<file path="src/rtl/interval_tick_8b.sv">
// interval_tick_8b
//
// Programmable interval timer that consumes the count of an upstream
// free-running 8-bit counter. A period is loaded through a valid/ready
// handshake. While running, the block emits a one-cycle registered tick each
// time the modular distance (count - base) reaches the period. It then re-arms
// from the current count. It also keeps a wrapping tally of ticks issued.
//
// Ports:
//   clk         in   sole clock, rising edge
//   rst         in   synchronous active-high reset
//   count [7:0] in   upstream free-running count (+1 per cycle, wraps)
//   cfg_val     in   configuration request valid
//   cfg_period  in   requested period 1..255 (0 is accepted and discarded)
//   cfg_rdy     out  block can accept configuration (IDLE)
//   stop        in   return to idle (RUN only)
//   busy        out  timer running (RUN)
//   tick        out  one-cycle pulse per elapsed period (registered)
//   ticks [7:0] out  ticks since reset or last configuration, wraps
//
// Build option:
//   INTERVAL_TICK_ONESHOT_EN  when defined, the block returns to IDLE on the
//                             edge that raises the first tick.
//
// state | meaning
// IDLE  | waiting for configuration, cfg_rdy=1
// RUN   | measuring elapsed count against period, busy=1

module interval_tick_8b (
  input  logic       clk,
  input  logic       rst,
  input  logic [7:0] count,
  input  logic       cfg_val,
  input  logic [7:0] cfg_period,
  output logic       cfg_rdy,
  input  logic       stop,
  output logic       busy,
  output logic       tick,
  output logic [7:0] ticks
);

  typedef enum logic {
    S_IDLE = 1'b0,
    S_RUN  = 1'b1
  } state_e;

  state_e     state_q, state_d;
  logic [7:0] base_q, base_d;
  logic [7:0] period_q, period_d;
  logic [7:0] ticks_q, ticks_d;
  logic       tick_q, tick_d;

  logic [7:0] elapsed;
  logic       match;

  // Modular subtract: the borrow is dropped, so a count wrap needs no special case.
  assign elapsed = count - base_q;
  assign match   = (elapsed == period_q);

  always_comb begin
    state_d  = state_q;
    base_d   = base_q;
    period_d = period_q;
    ticks_d  = ticks_q;
    tick_d   = 1'b0;
    case (state_q)
      S_IDLE: begin
        // A zero period completes the handshake but changes nothing.
        if (cfg_val && (cfg_period != 8'd0)) begin
          state_d  = S_RUN;
          period_d = cfg_period;
          base_d   = count;
          ticks_d  = 8'd0;
        end
      end
      S_RUN: begin
        // stop wins over a coincident match: no tick and no tally update.
        if (stop) begin
          state_d = S_IDLE;
        end else if (match) begin
          tick_d  = 1'b1;
          ticks_d = ticks_q + 8'd1;
          base_d  = count;
`ifdef INTERVAL_TICK_ONESHOT_EN
          state_d = S_IDLE;
`endif
        end
      end
      default: state_d = S_IDLE;
    endcase
  end

  always_ff @(posedge clk) begin
    if (rst) begin
      state_q  <= S_IDLE;
      base_q   <= 8'd0;
      period_q <= 8'd0;
      ticks_q  <= 8'd0;
      tick_q   <= 1'b0;
    end else begin
      state_q  <= state_d;
      base_q   <= base_d;
      period_q <= period_d;
      ticks_q  <= ticks_d;
      tick_q   <= tick_d;
    end
  end

  // Pure state decodes; no input reaches these combinationally.
  assign cfg_rdy = (state_q == S_IDLE);
  assign busy    = (state_q == S_RUN);
  assign tick    = tick_q;
  assign ticks   = ticks_q;

endmodule

</file>
<file path="config.mk">
export PLATFORM = sky130hd
export DESIGN_NAME = interval_tick_8b
export DESIGN_NICKNAME = d
export VERILOG_FILES = /design/src/rtl/interval_tick_8b.sv
export SDC_FILE = /design/constraint.sdc
export NUM_CORES = 1
export LEC_CHECK = 0
export BUFFER_PORTS_ARGS = -buffer_cell sky130_fd_sc_hd__clkbuf_2
export CAP_MARGIN = 20
export CORE_MARGIN = 5
export CORE_UTILIZATION = 40
export DETAILED_ROUTE_END_ITERATION = 8
export HOLD_SLACK_MARGIN = 0.1
export PLACE_DENSITY = 0.65
export SYNTH_ARGS = -nofsm -noshare
export SYNTH_HDL_FRONTEND = slang
export SYNTH_SLANG_ARGS = --single-unit
</file>
<file path="constraint.sdc">
create_clock -name clk -period 8 [get_ports clk]
set_input_delay 1.2 -clock clk [delete_from_list [all_inputs] [get_ports clk]]
set_output_delay 1.2 -clock clk [all_outputs]
set_load 0.01 [all_outputs]
</file>
==> out/metrics.csv, run 1 <==
stage;metric;value;unit
grt;Tot GR Track Use;14.0;%
logic_synthesis;Synth cell types;45;
sta;Worst slew margin;27.0;%
clock_tree;total CTS buffers;3;
worst_setup_path;reg2reg setup slack;4.97;ns
worst_hold_path;min-delay src;base_q[4];
worst_setup_path;CP Launch Type;input port;
power_and_ir_drop;Internal Power;0.000242;W
worst_setup_path;Worst setup EP type;flop;
logic_synthesis;synthesized area per cell;8.99;sq um
layout;# diodes;0;
worst_setup_path;Most common cell on crit path;a21oi_1;
worst_setup_path;Crit-path slowest cell;a21oi_1;
place;GPL Wtd Cong;0.802;
worst_setup_path;Req. time, crit path;8.20;ns
sta;# setup viols final;0;
place;placed cell area;1860;sq um
worst_setup_path;delay-heaviest family, CP;compound AO/OA/AOI/OAI gates;
clock_tree;# hold bufs at CTS;0;
die;Die ar.;5580;sq um
route;drt pass-1 iters;4;
grt;largest net degree at the start of global routing;34;
route;post-DR vias/cell;5.09;
sta;RSZ-0062 raised after global routing;no;
logic_synthesis;top_reg_cell synth;dfxtp_1;
place;Detailed Place HPWL;2710;um
die;die height;74.7;um
grt;number of global-route vias before repair;1313;
worst_hold_path;hold depth;2;
clock_tree;post-CTS sizing;0;
logic_synthesis;Post-synth EDFFs;0;
logic_synthesis;Gate Count Post-Synth;186;
worst_hold_path;hold endpoint;base_q[4];
sta;final hold violations;0;
worst_setup_path;Crit Reg-Reg Endpoint;base_q[6];
place;port bufs;30;
power_and_ir_drop;Gate power share;26.4;%
sta;fin crit share;46.9;%
grt;Overflow after GRT;0;
sta;Slew @ Worst Pin;1.10;ns
worst_setup_path;Max FO, Critical Path;9;
layout;layout cells sized above 1;19.6;%
clock_tree;deepest clock path buffer count;2;
power_and_ir_drop;switching power;0.0000968;W
route;Starting DRT DRC Count;51;
power_and_ir_drop;Clock Power Share;32.6;%
sta;Final Skew;0.00790;ns
die;die width;74.7;um
logic_synthesis;register area share after synthesis;31.1;%
clock_tree;CTS sink count;26;
logic_synthesis;Syn Nets;215;
worst_hold_path;Hold Crit Class;reg2reg;
die;Core Region;4030;sq um
power_and_ir_drop;Net Sw Frac;28.6;%
power_and_ir_drop;Pwr Density;175;nW/um^2
sta;max-slew violations;0;
logic_synthesis;Synth Register Bits;26;
grt;initial antenna violation count;0;
die;Boundary Pins;31;
route;WL/cell;12.9;um
logic_synthesis;ys async rst share;0;%
route;Routed Antenna Nets;0;
power_and_ir_drop;Seq pwr share;41.0;%
layout;nets;244;
worst_setup_path;WP buf/inv;2;
power_and_ir_drop;Leak Pwr;0.838;nW
clock_tree;Post-CTS Setup Inserts;0;
worst_setup_path;FF-to-FF Start;base_q[0];
clock_tree;clock latency at the later pin of the worst-skew pair;0.28;ns
worst_setup_path;crit path DAT;3.96;ns
worst_setup_path;slowest stage delay, CP;0.86;ns
die;Starting Density;41.5;%
layout;post-route cell area;1930;sq um
logic_synthesis;synthesized area;1670;sq um
clock_tree;root buffer cell;clkbuf_8;
logic_synthesis;Yosys Warn Count;0;
clock_tree;CTS tree;yes;
grt;first-pass GRT wire length;6070;um
clock_tree;Reg clk slew, reported paths;0.09;ns
die;std cell rows;23;
run_status;status;finished clean;
route;DR vias;1344;
sta;max frequency;266;MHz
layout;Syn-to-layout area delta;15.4;%
worst_setup_path;worst r2r path cells;8;
worst_setup_path;Setup Crit Path Kind;in2reg;
worst_setup_path;worst-path cell chain;clkbuf_2 > inv_1 > ha_1 > fa_1 > nand2b_1 > a21oi_1 > xnor2_4 > o2111a_1 > a21oi_1 > mux2i_1;
run;max_cap viols;0;
route;Post-Route WL;3400;um
route;DRC Markers;0;
power_and_ir_drop;Max VDD drop;0.000104;V
sta;Setup TNS Final;0;ns
sta;Final min period;3.76;ns
clock_tree;CTS H-tree lvls;1;
cells in the mapped netlist (all sizes together), types with 2 or more instances:
library cell / count / area (sq um)
nor4: 2 / 12.5
a21o: 3 / 22.5
or4: 2 / 15.0
nand4: 4 / 25.0
a21oi: 7 / 38.8
nor2b: 2 / 12.5
or3: 7 / 43.8
o2111ai: 2 / 35.0
and2: 3 / 18.8
nor2: 14 / 60.1
inv: 9 / 33.8
buf: 2 / 11.3
o21ai: 6 / 30.0
o31ai: 2 / 20.0
nor3: 4 / 20.0
dfxtp: 26 / 521
clkbuf: 4 / 15.0
nand2b: 16 / 100
nand2: 12 / 45.0
nand3: 5 / 25.0
xor2: 5 / 43.8
o211ai: 2 / 15.0
ha: 8 / 100
xnor2: 6 / 90.1
mux2i: 20 / 200
cell usage in the layout, fill, tap and decap left out, types with 2 or more instances in the layout:
| cell type | n |
|---|---|
| dfxtp_1 | 26 |
| xor2_1 | 5 |
| clkbuf_8 | 3 |
| nor2b_1 | 2 |
| mux2i_1 | 20 |
| a21o_1 | 3 |
| nand4_1 | 4 |
| o21ai_0 | 5 |
| ha_1 | 8 |
| nor2_1 | 13 |
| xnor2_4 | 2 |
| or4_1 | 2 |
| nand2b_1 | 16 |
| xnor2_1 | 4 |
| or3_1 | 7 |
| nand2_1 | 12 |
| and2_1 | 3 |
| o211ai_1 | 2 |
| inv_1 | 9 |
| a21oi_1 | 6 |
| clkbuf_2 | 30 |
| nand3_1 | 5 |
| nor3_1 | 4 |
| nor4_1 | 2 |
power by group through the flow:
stage          clock [W]  combinational, W  sequential (W)
6_report        0.000110         0.0000894        0.000139
5_1_grt         0.000120          0.000100        0.000140
4_1_cts         0.000116         0.0000902        0.000139
3_5_place_dp           0         0.0000898        0.000142
3_3_place_gp           0         0.0000890        0.000142
2_1_floorplan          0         0.0000711        0.000141
layer usage:
metal  GRT usage, %  vias to the layer above  wire length, um
met5              0                        -                0
met4           2.96                        0               27
met3           3.47                        5              172
met2           23.3                       25             1520
met1           18.5                      594             1680
li1               -                      720                -
through the flow:
stage                     utilization [%]  std cells  hold slack (ns)  total power [W]  setup WS, ns
after floorplan                         -        186            0.452         0.000212          4.57
final                                47.9        264            0.478         0.000339          4.24
after global placement               46.1        260            0.461         0.000231          4.00
after CTS                            47.9        264            0.482         0.000345          4.24
after detailed placement             46.1        260            0.466         0.000232          3.95
after global routing                 47.9        264            0.507         0.000360          4.10
worst reg2reg max path, delay by kind of cell, from the launching register on:
| family | cells | cell delay, ns |
|---|---|---|
| AOI/OAI and AO/OA | 3 | 1.43 |
| muxes | 1 | 0.27 |
| adders and majority gates | 2 | 0.62 |
| and+or+nand+nor | 1 | 0.17 |
| xor gates and xnor gates | 1 | 0.13 |
| DFF | 1 | 0.33 |
cells by family (layout without fill, tap and decap cells):
group | after synthesis | count (layout) | synth area share [%]
AOI/OAI and AO/OA | 30 | 30 | 13.8
xor gates and xnor gates | 11 | 11 | 8.00
adders and majority gates | 9 | 9 | 7.18
buffers and inverters | 15 | 43 | 3.59
DFF | 26 | 26 | 31.1
muxes | 20 | 20 | 12.0
and+or+nand+nor | 75 | 75 | 24.3
how the worst max path moves through the flow:
stage / start / to / slack (ns) / cells after the start
global placement: count[0] / base_q[2] / 4.00 / 10
global route: count[0] / ticks[1] / 4.10 / 10
detailed placement: count[0] / base_q[6] / 3.95 / 10
finish: count[0] / base_q[6] / 4.24 / 10
floorplan: count[0] / ticks[6] / 4.57 / 9
CTS: count[0] / base_q[6] / 4.24 / 10
cell type report:
| class | instances | area, sq um |
|---|---|---|
| fill | 403 | 2100 |
| multi-input combinational | 145 | 1090 |
| sequential | 26 | 520 |
| timing repair buffer | 30 | 150 |
| tap | 50 | 62.6 |
| clock buffer | 3 | 41.3 |
| inverter | 9 | 33.8 |
| clock inverter | 1 | 30.0 |
flip-flops by register name, indices dropped and copies added (netlist names):
signal / cells
period_q: 8
ticks: 8
tick: 1
busy: 1
base_q: 8
No activity file was read; power rests on OpenSTA's default activity.
==> run 2: changes to the inputs <==
- PLACE_DENSITY: 0.65 -> 0.67
- clock period: 8 -> 3.01 ns (I/O delays scaled with it)
==> out/metrics.csv, run 2 (synthesis gave the netlist of run 1 again) <==
stage;metric;value;unit;change
run_status;status;finished clean;;
sta;fin crit share;88.9;%;
sta;Slew @ Worst Pin;0.652;ns;-0.444 ns
layout;Syn-to-layout area delta;15.3;%;about the same
layout;nets;246;;+0.82%
sta;max frequency;374;MHz;
layout;commonest cells after routing, fill and taps aside;clkbuf_2, dfxtp_1, mux2i_1, nand2b_1, nor2_1;;
worst_setup_path;CP Launch Type;flop;;
die;Core Region;4030;sq um;unchanged
grt;largest net degree at the start of global routing;34;;unchanged
route;WL/cell;13.7;um;+6.0%
place;Detailed Place HPWL;2820;um;+4.0%
clock_tree;post-CTS sizing;0;;unchanged
grt;Overflow after GRT;0;;unchanged
worst_hold_path;Hold Crit Class;in2reg;;
power_and_ir_drop;Max VDD drop;0.000261;V;+150%
worst_setup_path;delay-heaviest family, CP;compound AO/OA/AOI/OAI gates;;
worst_setup_path;WP buf/inv;0;;-2
sta;Final Worst Setup Slack;0.335;ns;-3.91 ns
die;die width;74.7;um;unchanged
clock_tree;Reg clk slew, reported paths;0.09;ns;about the same
worst_setup_path;Max FO, Critical Path;6;;-3
clock_tree;Post-CTS Setup Inserts;0;;unchanged
grt;busiest layer in global routing;met2;;
worst_setup_path;crit path DAT;2.84;ns;-1.12 ns
grt;met3 Use GR;2.94;%;-0.53 points
die;Starting Density;41.5;%;unchanged
clock_tree;root buffer cell;clkbuf_8;;
clock_tree;clock latency at the later pin of the worst-skew pair;0.27;ns;about the same
route;post-DR vias/cell;5.20;;+2.2%
layout;footprint of the multi-input gates;1090;sq um;unchanged
grt;number of global-route vias before repair;1343;;+2.3%
clock_tree;# hold bufs at CTS;0;;unchanged
layout;# diodes;0;;unchanged
worst_setup_path;Req. time, crit path;3.18;ns;-5.02 ns
worst_setup_path;Crit-path slowest cell;or4_1;;
layout;leading cell type in the layout, fill and taps excluded;clkbuf_2;;
sta;Final Skew;0.00669;ns;-0.00121 ns
worst_setup_path;Setup Crit Path Kind;reg2reg;;
die;std cell rows;23;;unchanged
power_and_ir_drop;Pwr Density;433;nW/um^2;+150%
worst_setup_path;slowest stage delay, CP;0.53;ns;-0.33 ns
clock_tree;deepest clock path buffer count;2;;unchanged
layout;Fillers;403;;unchanged
sta;final hold violations;0;;unchanged
layout;register area;520;sq um;unchanged
grt;grt met2 use;24.0;%;+0.68 points
clock_tree;CTS H-tree lvls;1;;unchanged
run;max_cap viols;0;;unchanged
sta;RSZ-0062 raised after global routing;no;;
clock_tree;CTS sink count;26;;unchanged
place;post-place setup slack;0.0582;ns;-3.89 ns
route;Routed Antenna Nets;0;;unchanged
worst_setup_path;worst-path cell chain;ha_1 > fa_1 > nand2b_1 > a21o_1 > o21ai_0 > o211ai_1 > or4_1 > mux2i_1;;
sta;Worst slew margin;56.5;%;+30 points
sta;# setup viols final;0;;unchanged
route;Post-Route WL;3630;um;+6.8%
sta;Setup TNS Final;0;ns;unchanged
route;DRC Markers;0;;unchanged
grt;first-pass GRT wire length;6180;um;+1.9%
route;DR vias;1384;;+3.0%
grt;initial antenna violation count;0;;unchanged
clock_tree;CTS tree;yes;;
grt;met1 Use GR;18.7;%;+0.19 points
clock_tree;total CTS buffers;3;;unchanged
grt;Tot GR Track Use;14.1;%;+0.15 points
place;GPL Wtd Cong;0.801;;about the same
power_and_ir_drop;Leak Pwr;0.841;nW;+0.38%
die;die height;74.7;um;unchanged
worst_setup_path;Worst setup EP type;flop;;
sta;Final min period;2.68;ns;
die;Boundary Pins;31;;unchanged
route;Starting DRT DRC Count;55;;+7.8%
layout;layout cells sized above 1;20.4;%;+0.74 points
route;drt pass-1 iters;4;;unchanged
die;Die ar.;5580;sq um;unchanged
place;port bufs;30;;unchanged
sta;max-slew violations;0;;unchanged
run 2: cell count changes in the layout (fill, tap and decap cells not counted):
cell,before,now
buf_4,0,2
bufinv_16,1,0
clkbuf_8,3,4
run 2: layout make-up:
| type | instances | area share [%] |
|---|---|---|
| multi-input cells | 145 | 56.6 |
| flip-flops and latches | 26 | 27.0 |
| repair buffers | 32 | 8.56 |
| well taps | 50 | 3.24 |
| clock buffers | 4 | 2.85 |
| inverters | 9 | 1.75 |
run 2: through the flow:
step           cell area, sq um  hold slack, ns  instances  util (%)  total power, W
2_1_floorplan              1670           0.452        186         -        0.000564
3_3_place_gp               1870           0.465        262      46.5        0.000614
3_5_place_dp               1870           0.472        262      46.5        0.000616
4_1_cts                    1930           0.417        266      47.9        0.000853
5_1_grt                    1930           0.433        266      47.9        0.000890
6_report                   1930           0.427        266      47.9        0.000835
run 2: path summary, 6_finish.rpt:
check	start	to	slack [ns]	depth (start not counted)
worst max-delay path	base_q[0]	ticks[6]	0.33	8
worst min-delay path	count[3]	base_q[3]	0.43	3
worst max register to register	base_q[0]	ticks[6]	0.33	8
worst min register to register	base_q[2]	base_q[2]	0.48	2
run 2: power breakdown:
part	internal [W]	switching [W]	total, W
Sequential	0.000359	0.0000105	0.000370
Combinational	0.000107	0.000131	0.000238
Clock	0.000117	0.000111	0.000228
Total	0.000583	0.000253	0.000835
run 2: worst reg2reg max path, stage by stage (launching register included):
cell and delay, ns:
dfxtp_1 0.33, ha_1 0.22, fa_1 0.40, nand2b_1 0.19
a21o_1 0.18, o21ai_0 0.32, o211ai_1 0.26, or4_1 0.53
mux2i_1 0.14
run 2: routing by layer:
metal,routed length (um),up-vias
met4,31,0
met1,1670,628
met5,0,-
met2,1770,30
li1,-,722
met3,166,4
